### src/rtl/uart_tx_fifo.sv
// UART transmitter fed by a FIFO: valid/ready push side and a runtime baud divisor.
// Frames go out back-to-back (start, data LSB first, optional parity, 1..2 stop) while words are queued.
module uart_tx_fifo #(
  parameter int DATA_BITS   = 8,
  parameter int PARITY_MODE = 0,
  parameter int STOP_BITS   = 1,
  parameter int FIFO_DEPTH  = 16,
  parameter int DIV_WIDTH   = 16
) (
  input  logic                          clk,
  input  logic                          reset,
  input  logic [DIV_WIDTH-1:0]          clk_div,
  input  logic [DATA_BITS-1:0]          tx_data,
  input  logic                          tx_valid,
  output logic                          tx_ready,
  output logic                          uart_tx,
  output logic                          busy,
  output logic [$clog2(FIFO_DEPTH):0]   fifo_count
);

  localparam int AW = $clog2(FIFO_DEPTH);
  localparam int CW = AW + 1;
  localparam int BW = $clog2(DATA_BITS) + 1;

  typedef enum logic [2:0] {
    S_IDLE,
    S_START,
    S_DATA,
    S_PARITY,
    S_STOP
  } state_e;

  // ---------------- FIFO ----------------
  logic [DATA_BITS-1:0] mem_q [FIFO_DEPTH];
  logic [AW-1:0]        wp_q, rp_q;
  logic [CW-1:0]        cnt_q;
  logic                 push, pop, full, have_word;
  logic [DATA_BITS-1:0] head;

  assign full      = (cnt_q == CW'(FIFO_DEPTH));
  assign have_word = (cnt_q != '0);
  assign tx_ready  = !reset && !full;
  assign push      = tx_valid && tx_ready;
  assign head      = mem_q[rp_q];

  always_ff @(posedge clk) begin
    if (reset) begin
      wp_q  <= '0;
      rp_q  <= '0;
      cnt_q <= '0;
    end else begin
      if (push) wp_q <= wp_q + AW'(1);
      if (pop)  rp_q <= rp_q + AW'(1);
      case ({push, pop})
        2'b10:   cnt_q <= cnt_q + CW'(1);
        2'b01:   cnt_q <= cnt_q - CW'(1);
        default: cnt_q <= cnt_q;
      endcase
    end
  end

  // Storage carries no reset; only pointers/count define contents.
  always_ff @(posedge clk) begin
    if (push) mem_q[wp_q] <= tx_data;
  end

  // ---------------- Transmit FSM ----------------
  state_e               state_q, state_d;
  logic [DIV_WIDTH-1:0] tmr_q, tmr_d;
  logic [DIV_WIDTH-1:0] div_q, div_d;
  logic [DATA_BITS-1:0] shr_q, shr_d;
  logic [BW-1:0]        bit_q, bit_d;
  logic                 par_q, par_d;
  logic                 stp_q, stp_d;
  logic                 tx_q, tx_d;
  logic                 load, tmr_done;

  assign tmr_done = (tmr_q == '0);

  always_ff @(posedge clk) begin
    if (reset) begin
      state_q <= S_IDLE;
      tmr_q   <= '0;
      div_q   <= '0;
      shr_q   <= '0;
      bit_q   <= '0;
      par_q   <= 1'b0;
      stp_q   <= 1'b0;
      tx_q    <= 1'b1;
    end else begin
      state_q <= state_d;
      tmr_q   <= tmr_d;
      div_q   <= div_d;
      shr_q   <= shr_d;
      bit_q   <= bit_d;
      par_q   <= par_d;
      stp_q   <= stp_d;
      tx_q    <= tx_d;
    end
  end

  always_comb begin
    state_d = state_q;
    tmr_d   = tmr_q;
    div_d   = div_q;
    shr_d   = shr_q;
    bit_d   = bit_q;
    par_d   = par_q;
    stp_d   = stp_q;
    tx_d    = tx_q;
    load    = 1'b0;
    pop     = 1'b0;

    case (state_q)
      S_IDLE: begin
        tx_d = 1'b1;
        if (have_word) load = 1'b1;
      end
      S_START: begin
        if (tmr_done) begin
          tmr_d   = div_q;
          tx_d    = shr_q[0];
          shr_d   = shr_q >> 1;
          bit_d   = '0;
          state_d = S_DATA;
        end else begin
          tmr_d = tmr_q - DIV_WIDTH'(1);
        end
      end
      S_DATA: begin
        if (tmr_done) begin
          tmr_d = div_q;
          if (bit_q == BW'(DATA_BITS - 1)) begin
            if (PARITY_MODE != 0) begin
              tx_d    = par_q;
              state_d = S_PARITY;
            end else begin
              tx_d    = 1'b1;
              stp_d   = 1'b0;
              state_d = S_STOP;
            end
          end else begin
            bit_d = bit_q + BW'(1);
            tx_d  = shr_q[0];
            shr_d = shr_q >> 1;
          end
        end else begin
          tmr_d = tmr_q - DIV_WIDTH'(1);
        end
      end
      S_PARITY: begin
        if (tmr_done) begin
          tmr_d   = div_q;
          tx_d    = 1'b1;
          stp_d   = 1'b0;
          state_d = S_STOP;
        end else begin
          tmr_d = tmr_q - DIV_WIDTH'(1);
        end
      end
      S_STOP: begin
        if (tmr_done) begin
          if (stp_q == 1'(STOP_BITS - 1)) begin
            // Chain straight into the next start bit when more data waits.
            if (have_word) load = 1'b1;
            else           state_d = S_IDLE;
          end else begin
            stp_d = 1'b1;
            tmr_d = div_q;
          end
        end else begin
          tmr_d = tmr_q - DIV_WIDTH'(1);
        end
      end
      default: begin
        tx_d    = 1'b1;
        state_d = S_IDLE;
      end
    endcase

    // Frame start: the divisor is captured here and held for the whole frame.
    if (load) begin
      pop     = 1'b1;
      shr_d   = head;
      par_d   = (PARITY_MODE == 2) ? ~^head : ^head;
      div_d   = clk_div;
      tmr_d   = clk_div;
      tx_d    = 1'b0;
      state_d = S_START;
    end
  end

  assign uart_tx    = tx_q;
  assign busy       = (state_q != S_IDLE) || have_word;
  assign fifo_count = cnt_q;

endmodule
### config.mk
export PLATFORM = sky130hd
export DESIGN_NAME = uart_tx_fifo
export DESIGN_NICKNAME = d
export VERILOG_FILES = /design/src/rtl/uart_tx_fifo.sv
export SDC_FILE = /design/constraint.sdc
export NUM_CORES = 1
export LEC_CHECK = 0
export BUFFER_PORTS_ARGS = -buffer_cell sky130_fd_sc_hd__clkbuf_2
export CORE_MARGIN = 3
export CORE_UTILIZATION = 61
export CTS_CLUSTER_SIZE = 8
export DETAILED_ROUTE_END_ITERATION = 16
export PLACE_DENSITY = 0.82
export SLEW_MARGIN = 20
export SYNTH_ARGS = -nofsm -noshare
export SYNTH_HDL_FRONTEND = slang
export SYNTH_SLANG_ARGS = --single-unit
export TNS_END_PERCENT = 5
### constraint.sdc
create_clock -name clk -period 4.4 [get_ports clk]
set_input_delay 0.88 -clock clk [delete_from_list [all_inputs] [get_ports clk]]
set_output_delay 0.88 -clock clk [all_outputs]
set_load 0.1 [all_outputs]
# After elaboration in Yosys (flattened, before gate mapping)
# Memories as Yosys holds them, arrays and structs flattened. A register that Yosys moved wholly into a read port is not among the register bits.
# Cells that the tools add are included.
[totals]
ff_bits = 62
ramBits = 128
inputBits = 27
memories = 1
[classes]
add_sub_neg = 6
n_eq_ne = 27
mux = 45
bitwise_logic = 1
n_reduce_logical = 23
[mem_list]
columns = ["name", "words", "word_bits", "read_ports", "rd_clocked_by_memory_dff", "wr", "line_no", "text"]
rows = [
  ["mem_q", 16, 8, 1, 1, 1, "34", "logic [DATA_BITS-1:0] mem_q [FIFO_DEPTH];"],
]
[op_table]
columns = ["cell", "count"]
rows = [
  ["$mux W16", 4],
  ["$mux W8", 4],
  ["$pmux W16 S2", 1],
  ["$ne A3 B3 Y1 const B", 8],
  ["$mux W3", 7],
  ["$mux W4", 5],
  ["$ne A2 B2 Y1 const B", 10],
  ["$mux W1", 17],
  ["$logic_not A16 Y1", 1],
  ["$pmux W8 S2", 1],
  ["$reduce_and A8 Y1", 2],
  ["$sub A16 B1 Y16 const B", 1],
  ["$pmux W3 S5", 1],
  ["$add A4 B1 Y4 const B", 3],
  ["$reduce_and A4 Y1", 3],
  ["$reduce_bool A3 Y1", 4],
  ["$pmux W5 S2", 1],
  ["$pmux W4 S2", 1],
  ["$eq A3 B2 Y1 const B", 2],
  ["$add A5 B1 Y5 const B", 1],
  ["$eq A5 B5 Y1 const B", 1],
  ["$reduce_and A5 Y1", 1],
  ["$reduce_bool A5 Y1", 1],
  ["$sub A5 B1 Y5 const B", 1],
  ["other kinds (18)", 21],
]

# Longest topological paths before layout
# Gate-level depths: netlist (run 1).
[logic_depth]
word_depth = 8
ltp_mapped = 18
ltp_nobuf = 16

# Worst setup path before layout (run 1)
# No wires, ideal clock.
[synth_timing]
path_kind = "flip-flop to flip-flop"
startpoint = "reg cnt_q[1] (netlist: fifo_count[1])"
endpoint = "reg cnt_q[4] (netlist: fifo_count[4])"
arrival_ns = 5.043
t_required_ns = 4.272
path_slack_ns = -0.771
path_stages_with_launch = 17
path_buffers = 3
period_less_slack_ns = 5.171
path_cell_list = "dfxtp_1 buf_2 nor4_1 a21oi_1 and2_1 clkbuf_1 inv_1 ha_1 clkbuf_1 xor2_1 ha_1 a211o_1 nand2_1 nand3b_1 a31oi_1 xnor2_1 nor2_1"
[synth_rtl]
columns = ["element", "line_no", "text"]
rows = [
  ["from (decl)", "36", "logic [CW-1:0] cnt_q;"],
  ["from (signal assigned)", "55", "2'b10: cnt_q <= cnt_q + CW'(1);"],
  ["from (signal assigned)", "56", "2'b01: cnt_q <= cnt_q - CW'(1);"],
  ["from (signal assigned)", "57", "default: cnt_q <= cnt_q;"],
  ["$eq A5 B5 Y1 (*)", "40", "assign full = (cnt_q == CW'(FIFO_DEPTH));"],
  ["$logic_not A1 Y1 (*)", "42", "assign tx_ready = !reset && !full;"],
  ["$logic_and A1 B1 Y1 (*)", "42", ""],
  ["via tx_ready", "15", "output logic tx_ready,"],
  ["$logic_and A1 B1 Y1 (*)", "43", "assign push = tx_valid && tx_ready;"],
  ["$eq A2 B1 Y1 / $eq A2 B2 Y1 (equally long branches)", "54", "case ({push, pop})"],
  ["$pmux W5 S2 / $reduce_bool A2 Y1 (equally long branches)", "-", ""],
]
# The timed path passes the listed nets; every way through them passes the cells marked *.
# A chain may end at the register's enable or synchronous reset.

# Worst setup path after layout (run 1)
[layout_timing]
startpoint = "reg tmr_q[0]"
endpoint = "reg cnt_q[4] (netlist: fifo_count[4])"
[layout_between]
elab_chain_cells = 6
[layout_rtl]
columns = ["element", "line_no", "text"]
rows = [
  ["from (decl)", "69", "logic [DIV_WIDTH-1:0] tmr_q, tmr_d;"],
  ["from (signal assigned)", "92", "tmr_q <= tmr_d;"],
  ["$logic_not A16 Y1 (*)", "78", "assign tmr_done = (tmr_q == '0);"],
  ["$mux W1 (*)", "162", "if (tmr_done) begin"],
  ["$pmux W1 S2 (*)", "114", "case (state_q)"],
  ["$mux W1 (*)", "182", "if (load) begin"],
  ["$eq A2 B1 Y1 / $eq A2 B2 Y1 (equally long branches)", "54", ""],
  ["$pmux W5 S2 / $reduce_bool A2 Y1 (equally long branches)", "-", ""],
]
# Every way passes the cells marked *; elsewhere a longest branch is shown, timed or not.

==> results.yml, run 1 <==
run_status:
  status: "complete, no violations"
setup_path:
  required_ns: 4.71
  slowest_delay_ns: 0.36
  crit_top_cell: "ha_1"
  cp_slowest_cell: "dfxtp_1"
  crit_chain: "inv_1, ha_1, nor3b_1, nand3_1, buf_4, o21ai_2, nand2_2, inv_2, ha_1, xor2_1, ha_1, nor2_1, nor3b_1, o21ai_0, a31oi_1, xnor2_1, nor2_1"
  end_kind: "flop"
  startpoint: "tmr_q[0]"
  startpoint_type: "flop"
  cp_max_fo: 13
  timing.rr.start: "tmr_q[0]"
  crit_type: "reg2reg"
  cp.arrival_ns: 3.75
finish:
  layout.area.seq_mm2: 0.00515
  finalNetCount: 750
  multi_input_area_mm2: 0.00319
  fin_area_mm2: 0.00951
  layout-drive-gt1-share: 0.186
  syn_to_final_growth_pct: 10.4
  diodes: 0
  fillCellCount: 857
route:
  wire_per_inst_um: 22.0
  antenna_left: 0
  dr.pass1.iters: 5
  totalWireLength_mm: 19.8
  via_per_inst: 6.59
  drc_errors: 0
  drt-initial-drc-count: 753
  vias: 5936
cts:
  cts_resized: 0
  root_buffer: "clkbuf_16"
  h-tree-depth: 4
  insertion_delay_ns: 0.44
  cts_tree: "yes"
  cts_setup_buffers: 0
  clockBufferDepth: 2
  cts.sinks: 193
  clk_pin_slew_ns: 0.08
  hold_buffers: 0
  numCtsBuffers: 17
global_route:
  grt_max_degree: 64
  grt-ovfl-total: 0
  grt_usage: 0.260
  grt_pass1_wl_mm: 31.2
  antenna_found_initial: 0
  first_global_vias: 5687
hold_path:
  hp-start: "div_q[7]"
  hold_class: "reg2reg"
floorplan:
  rows: 42
  core-area_mm2: 0.0135
  io_pins: 35
  die_area_mm2: 0.0156
  die_h_um: 125
  start_util: 0.637
  die_w_um: 125
synthesis:
  synthesis.nets: 723
  synth_cell_types: 73
  yosys-top-cells-area: "edfxtp_1 (45%), dfxtp_1 (15%), mux4_2 (7.1%)"
  synth_commonest_cells: "edfxtp_1 (128), nand2_1 (69), dfxtp_1 (65)"
  yosys_most_used_dff: "edfxtp_1"
  ys_warn_count: 0
  synth_edf_count: 128
  yosys.area.top_type: "edfxtp_1"
  syn_area_per_cell_um2: 12.6
  yosysSeqAreaShare: 0.598
  synthesis.instances: 685
  ys_ff_latch: 193
  yosysMostFrequentCell: "edfxtp_1"
  synth_area_mm2: 0.00861
  synth.top_cell.area_share: 0.446
  synth_async_sr_flop_share: 0
placed_design:
  dpl.hpwl_mm: 13.0
  placed_area_mm2: 0.00890
  gp_congestion: 0.968
  portBuffers: 34
timing:
  tightest_slew_ns: 0.906
  min_period_ns: 3.44
  relSlewSlack: 0.396
  slew_violations: 0
  rsz0062_at_grt: "false"
  setup_viol: 0
  setup-tns-final_ns: 0
  finalCritPeriodShare: 0.782
  max_freq_mhz: 290
  fin_skew_ns: 0.00962
  hold_viol: 0
pwr:
  powerDensity_mw_per_mm2: 708
  p_leak_uw: 0.00325
  ir_drop_mv: 0.498
job:
  cap_violations: 0
==> logic make-up (layout without fill, tap and decap cells) <==
family,after synthesis,count (layout),share of synthesized area
AOI/OAI and AO/OA,150,150,0.118
xor gates and xnor gates,19,19,0.0193
adders and majority gates,11,11,0.0160
buffers and inverters,58,98,0.0333
DFF,193,193,0.598
muxes,49,49,0.0965
and+or+nand+nor,205,205,0.120
==> metal layers <==
metal / track usage / part of all wire / vias to the layer above
li1: - / - / 2655
met4: 0.0928 / 0.028 / 0
met3: 0.0575 / 0.074 / 55
met5: 0 / 0 / -
met2: 0.450 / 0.52 / 281
met1: 0.322 / 0.38 / 2945
==> critical path, delay by kind of cell, from the launching register on <==
family | cells | cell delay, ns
xor gates and xnor gates | 2 | 0.33
AOI/OAI and AO/OA | 3 | 0.63
and+or+nand+nor | 6 | 0.79
buffers and inverters | 3 | 0.39
DFF | 1 | 0.36
adders and majority gates | 3 | 0.79
==> flip-flops by register name (all words and copies together), names as in the netlist, named ones only <==
register	flops
uart_tx	1
mem_q	128
tmr_q	16
state_q	3
div_q	16
fifo_count	5
wp_q	4
bit_q	4
shr_q	8
rp_q	4
==> metrics by stage <==
stage / power, uW / cells / worst slack (ns) / utilization / hold WS, ns
after floorplan: 4550 / 685 / 0.175 / - / 0.431
after global placement: 5020 / 869 / 1.20 / 0.659 / 0.441
after detailed placement: 5140 / 869 / 1.08 / 0.659 / 0.447
after CTS: 6690 / 901 / 1.02 / 0.704 / 0.459
after global routing: 7050 / 901 / 0.750 / 0.704 / 0.476
final: 6730 / 901 / 0.957 / 0.704 / 0.458
==> path summary, 6_finish.rpt <==
kind | to | slack, ns | cells after the start
max reg2reg | fifo_count[4] | 0.96 | 17
max | fifo_count[4] | 0.96 | 17
min | div_q[7] | 0.46 | 2
min reg2reg | div_q[7] | 0.46 | 2
==> layout by cell type (no fill, tap or decap), types with 6 or more instances in the layout <==
master / count
edfxtp_1: 128
nand2_1: 69
dfxtp_1: 64
nor2_1: 49
a21oi_1: 48
clkbuf_2: 34
mux4_2: 27
o21ai_0: 22
mux2i_1: 20
nor3_1: 19
clkbuf_16: 17
a22oi_1: 16
inv_1: 15
buf_4: 15
ha_1: 11
xor2_1: 10
xnor2_1: 9
a31oi_1: 9
nand3_1: 8
and2_1: 7
nand2b_1: 7
nor4_1: 6
or3_1: 6
and3b_1: 6
==> power breakdown <==
part,internal [uW],switching (uW),total (uW)
clock network,774,778,1550
registers,2140,245,2380
logic,1010,1780,2790
total,3920,2800,6730
==> layout make-up <==
cell class | instances | share of cell area
Inverter | 17 | 0.00671
Sequential cell | 193 | 0.541
Multi-Input combinational cell | 434 | 0.336
Timing Repair Buffer | 49 | 0.0297
Clock inverter | 15 | 0.0187
Tap cell | 176 | 0.0232
Clock buffer | 17 | 0.0448
Note: power is estimated with default switching activity, not from simulation.
==> run 2, diff against run 1 <==
- CORE_UTILIZATION: 61 -> 56
- PLACE_DENSITY: 0.82 -> 0.79
- clock period: 4.4 -> 3.1 ns (I/O delays scaled with it)
==> run 2 against run 1 <==
Compared with the run above:
- non-clock buffer count increased by 10
- via count is 1.4% lower
- global-route usage decreased by 2.3 points
- sequential power grew 42%
- critical path depth fell by 13
- critical endpoint is now busy
- clock power up 47%
- wire length is 3.9% lower
- register-to-register slack got worse by 0.73 ns
- utilization is 4.8 points lower
==> results.yml, run 2 (same netlist as run 1, synthesis figures left out) <==
cts:
  root_buffer: "clkbuf_16"
  clk_pin_slew_ns: 0.08
  cts_tree: "yes"
  clockBufferDepth: 2
  hold_buffers: 0
  cts.sinks: 193
  h-tree-depth: 4
  insertion_delay_ns: 0.44
  numCtsBuffers: 17
route:
  wire_per_inst_um: 20.7
  vias: 5850
  dr.pass1.iters: 5
  totalWireLength_mm: 19.0
  via_per_inst: 6.37
  drt-initial-drc-count: 515
  antenna_left: 0
  drc_errors: 0
floorplan:
  start_util: 0.581
  die_w_um: 130
  core-area_mm2: 0.0148
  die_area_mm2: 0.0169
  die_h_um: 130
  io_pins: 35
  rows: 44
job:
  cap_violations: 0
run_status:
  status: "complete, no violations"
timing:
  rsz0062_at_grt: "false"
  setup-tns-final_ns: 0
  fin_ws_ns: 0.211
  tightest_slew_ns: 0.802
  hold_viol: 0
  fin_skew_ns: 0.0132
  slew_violations: 0
  min_period_ns: 2.89
  setup_viol: 0
  finalCritPeriodShare: 0.932
  max_freq_mhz: 346
  relSlewSlack: 0.465
pwr:
  powerDensity_mw_per_mm2: 1010
  power_uw: 9780
  ir_drop_mv: 0.734
  p_leak_uw: 0.00333
global_route:
  first_global_vias: 5838
  grt_max_degree: 64
  grt-ovfl-total: 0
  antenna_found_initial: 1
  grt_usage: 0.237
  grt_pass1_wl_mm: 30.5
setup_path:
  required_ns: 2.48
  cp.arrival_ns: 2.27
  startpoint_type: "flop"
  rr_worst_depth: 16
  ff2ff_setup_slack_ns: 0.23
  end_kind: "output pin"
  timing.rr.end: "fifo_count[4]"
  cp_max_fo: 6
  timing.rr.start: "tmr_q[0]"
  crit_type: "reg2out"
finish:
  finalNetCount: 760
  layout-drive-gt1-share: 0.216
  layout.area.seq_mm2: 0.00516
  fillCellCount: 1039
  largest_reg_flops: 128
  syn_to_final_growth_pct: 12.7
  fin_util: 0.655
  diodes: 0
  final_cell_mix: "edfxtp_1 (128), nand2_1 (69), dfxtp_1 (59)"
  reg_top3: "mem_q x128, div_q x16, tmr_q x16"
  final_common_cell: "edfxtp_1"
  multi_input_area_mm2: 0.00324
  regMostFlops: "mem_q"
placed_design:
  dpl.hpwl_mm: 12.8
  dp_worst_setup_slack_ns: 0.0671
  portBuffers: 34
  gp_congestion: 0.927
hold_path:
  hold_depth: 3
  hp-start: "clk_div[14]"
  min_to: "div_q[14]"
  hold_class: "in2reg"
==> run 2: changes by cell type in the layout (fill, tap and decap cells not counted), sizes merged <==
cell,previous run,this run
clkinvlp,1,2
buf,15,26
bufinv,0,1
inv,25,26
clkbuf,51,50
clkinv,6,3
==> run 2: how the worst max path moves through the flow <==
stage / startpoint / to / cells past startpoint
2_1_floorplan: fifo_count[2] / fifo_count[4] / 16
3_3_place_gp: tmr_q[0] / fifo_count[4] / 15
3_5_place_dp: tmr_q[0] / fifo_count[4] / 15
5_1_grt: tmr_q[0] / fifo_count[4] / 16
4_1_cts: tmr_q[0] / fifo_count[4] / 15
6_report: fifo_count[0] / busy / 4
==> run 2: per-layer routing <==
metal / share of wire / global-route usage
met2: 0.50 / 0.394
met1: 0.40 / 0.296
met3: 0.067 / 0.0663
met5: 0.00068 / 0
met4: 0.026 / 0.0960
==> run 2: repair_timing <==
item,CTS,global route
gates resized for setup,0,6
endpoints found under the setup margin,0,2
buffers inserted,0,0
==> run 2: cell type report <==
| cell class | instances | share of cell area |
|---|---|---|
| clock inverter | 15 | 0.0204 |
| tap | 184 | 0.0237 |
| sequential | 193 | 0.532 |
| clock buffer | 17 | 0.0438 |
| inverter | 17 | 0.00735 |
| multi-input combinational | 434 | 0.334 |
| timing repair buffer | 59 | 0.0388 |
==> run 2: worst max-delay path: stages (launching register included) <==
cell      delay [ns]
dfxtp_4         0.38
or4_4           0.57
nor2_1          0.36
nand2_1         0.12
clkbuf_2        0.39
==> run 2: where the power goes <==
part | leakage, uW | total, uW | switching (uW) | internal (uW)
clock | 0.000299 | 2280 | 1090 | 1180
sequential | 0.00169 | 3370 | 323 | 3050
combinational | 0.00134 | 4130 | 2570 | 1550
==> run 2: through the flow <==
stage                     area (um^2)  instances  hold WS [ns]
after global routing             9710        919         0.393
final                            9710        919         0.418
after detailed placement         9060        887         0.448
after global placement           9060        887         0.439
after floorplan                  8710        685         0.431
after CTS                        9680        919         0.403
==> run 3, diff against run 2 <==
- CORE_UTILIZATION: 56 -> 61
- PLACE_DENSITY: 0.79 -> 0.82
- clock period: 3.1 -> 2.8 ns (I/O delays scaled with it)
==> run 3 against run 2 <==
Compared with the run above:
- critical path depth unchanged
- critical endpoint unchanged
- wire length increased by 6.2%
- sequential share of layout area decreased by 0.88 points
- largest power group unchanged
- count of clock-buffer cells in the layout unchanged
- register-to-register slack got worse by 0.21 ns
- sequential power increased by 8.3%
- cell count increased by 1.4%
- largest cell class unchanged
==> results.yml, run 3 (same netlist as run 1, synthesis figures left out) <==
run_status:
  status: "complete, no violations"
timing:
  finalCritPeriodShare: 1.00
  min_period_ns: 2.80
  setup_viol: 0
  hold_viol: 0
  tightest_slew_ns: 0.845
  fin_skew_ns: 0.0120
  slew_violations: 0
  fin_hold_ws_ns: 0.349
  rsz0062_at_grt: "true"
  relSlewSlack: 0.436
  max_freq_mhz: 357
global_route:
  grt_pass1_wl_mm: 32.0
  grt_usage: 0.266
  grt_max_degree: 64
  antenna_found_initial: 0
  grt-ovfl-total: 0
  first_global_vias: 5927
pwr:
  pwr-share-clk: 0.219
  p_seq_frac: 0.327
  power_switching_uw: 4480
  powerDensity_mw_per_mm2: 1130
  power_uw: 11100
  p_int_uw: 6670
  p_leak_uw: 0.00344
  swShare: 0.402
  p_comb_frac: 0.454
  ir_drop_mv: 0.755
placed_design:
  gp_congestion: 0.934
  portBuffers: 34
  dpl.hpwl_mm: 13.2
finish:
  diodes: 0
  reg_top3: "mem_q x128, div_q x16, tmr_q x16"
  final_cell_mix: "edfxtp_1 (128), nand2_1 (69), dfxtp_1 (59)"
  regMostFlops: "mem_q"
  finalNetCount: 782
  syn_to_final_growth_pct: 14.6
  layout-drive-gt1-share: 0.238
  final_common_cell: "edfxtp_1"
  largest_reg_flops: 128
setup_path:
  startpoint_type: "flop"
  cp_max_fo: 4
  slowest_delay_ns: 0.55
  end_kind: "output pin"
  cp.arrival_ns: 2.24
  crit_type: "reg2out"
  required_ns: 2.24
  cp_slowest_cell: "or4_4"
  crit_chain: "or4_4, nor2_1, nand2_1, clkbuf_2"
cts:
  hold_buffers: 0
  insertion_delay_ns: 0.44
  cts.sinks: 193
  clk_pin_slew_ns: 0.07
  h-tree-depth: 4
  cts_tree: "yes"
  clockBufferDepth: 2
  numCtsBuffers: 17
  root_buffer: "clkbuf_16"
route:
  drc_errors: 0
  antenna_left: 0
  drt-initial-drc-count: 855
  vias: 6048
  dr.pass1.iters: 6
  wire_per_inst_um: 21.7
  totalWireLength_mm: 20.2
  via_per_inst: 6.49
hold_path:
  hold_class: "in2reg"
floorplan:
  rows: 42
  die_area_mm2: 0.0156
  start_util: 0.637
  core-area_mm2: 0.0135
  die_w_um: 125
  io_pins: 35
  die_h_um: 125
job:
  cap_violations: 0
run 3: cell types whose count changed in the layout (fill, tap and decap cells not counted), sizes merged:
cell,previous run,this run
buf,26,48
bufinv,1,2
clkinv,3,2
inv,26,25
run 3: final timing paths:
path	from	slack, ns	to	cells past startpoint
worst max-delay path	fifo_count[2]	0.001	busy	4
worst min-delay path	clk_div[15]	0.35	div_q[15]	3
worst max register to register	fifo_count[2]	0.02	fifo_count[4]	14
worst min register to register	div_q[12]	0.46	div_q[12]	2
run 3: critical path: cells and delay by family, from the launching register on:
| family | cells | cell delay, ns |
|---|---|---|
| DFF | 1 | 0.34 |
| buffers and inverters | 1 | 0.39 |
| and+or+nand+nor | 3 | 1.07 |
run 3: area by class of cell:
type,instances,area (um^2)
Multi-Input combinational cell,434,3260
Clock inverter,14,165
Timing Repair Buffer,81,567
Fill cell,851,3640
Clock buffer,17,425
Tap cell,176,220
Sequential cell,193,5160
Inverter,17,73.8
run 3: stage by stage:
stage          setup WS, ns  setup TNS [ns]  utilization  cell area, um^2  std cells
2_1_floorplan        -0.481          -12.81            -             8710        685
6_report            0.00108               0        0.731             9870        932
5_1_grt             -0.0947          -0.133        0.731             9870        932
3_5_place_dp        -0.0942         -0.0942        0.682             9210        897
3_3_place_gp          0.120               0        0.682             9210        897
4_1_cts             0.00303               0        0.726             9800        928
run 3: repair_timing:
action                     CTS  global route
setup endpoints to repair    1             2
setup buffers                0             4
pin swaps                    1             9
gates resized for setup      1             8
run 3: power groups by stage:
stage | combinational [uW] | clock [uW] | sequential (uW)
finish | 5060 | 2440 | 3650
floorplan | 3360 | 0 | 3920
global placement | 4620 | 0 | 3680
global route | 5430 | 2590 | 3690
detailed placement | 4790 | 0 | 3700
CTS | 4850 | 2470 | 3640
run 3: per-layer routing:
| layer | share of wire | GRT usage |
|---|---|---|
| met5 | 0 | 0 |
| met4 | 0.036 | 0.114 |
| met1 | 0.39 | 0.347 |
| met3 | 0.081 | 0.0626 |
| met2 | 0.50 | 0.428 |
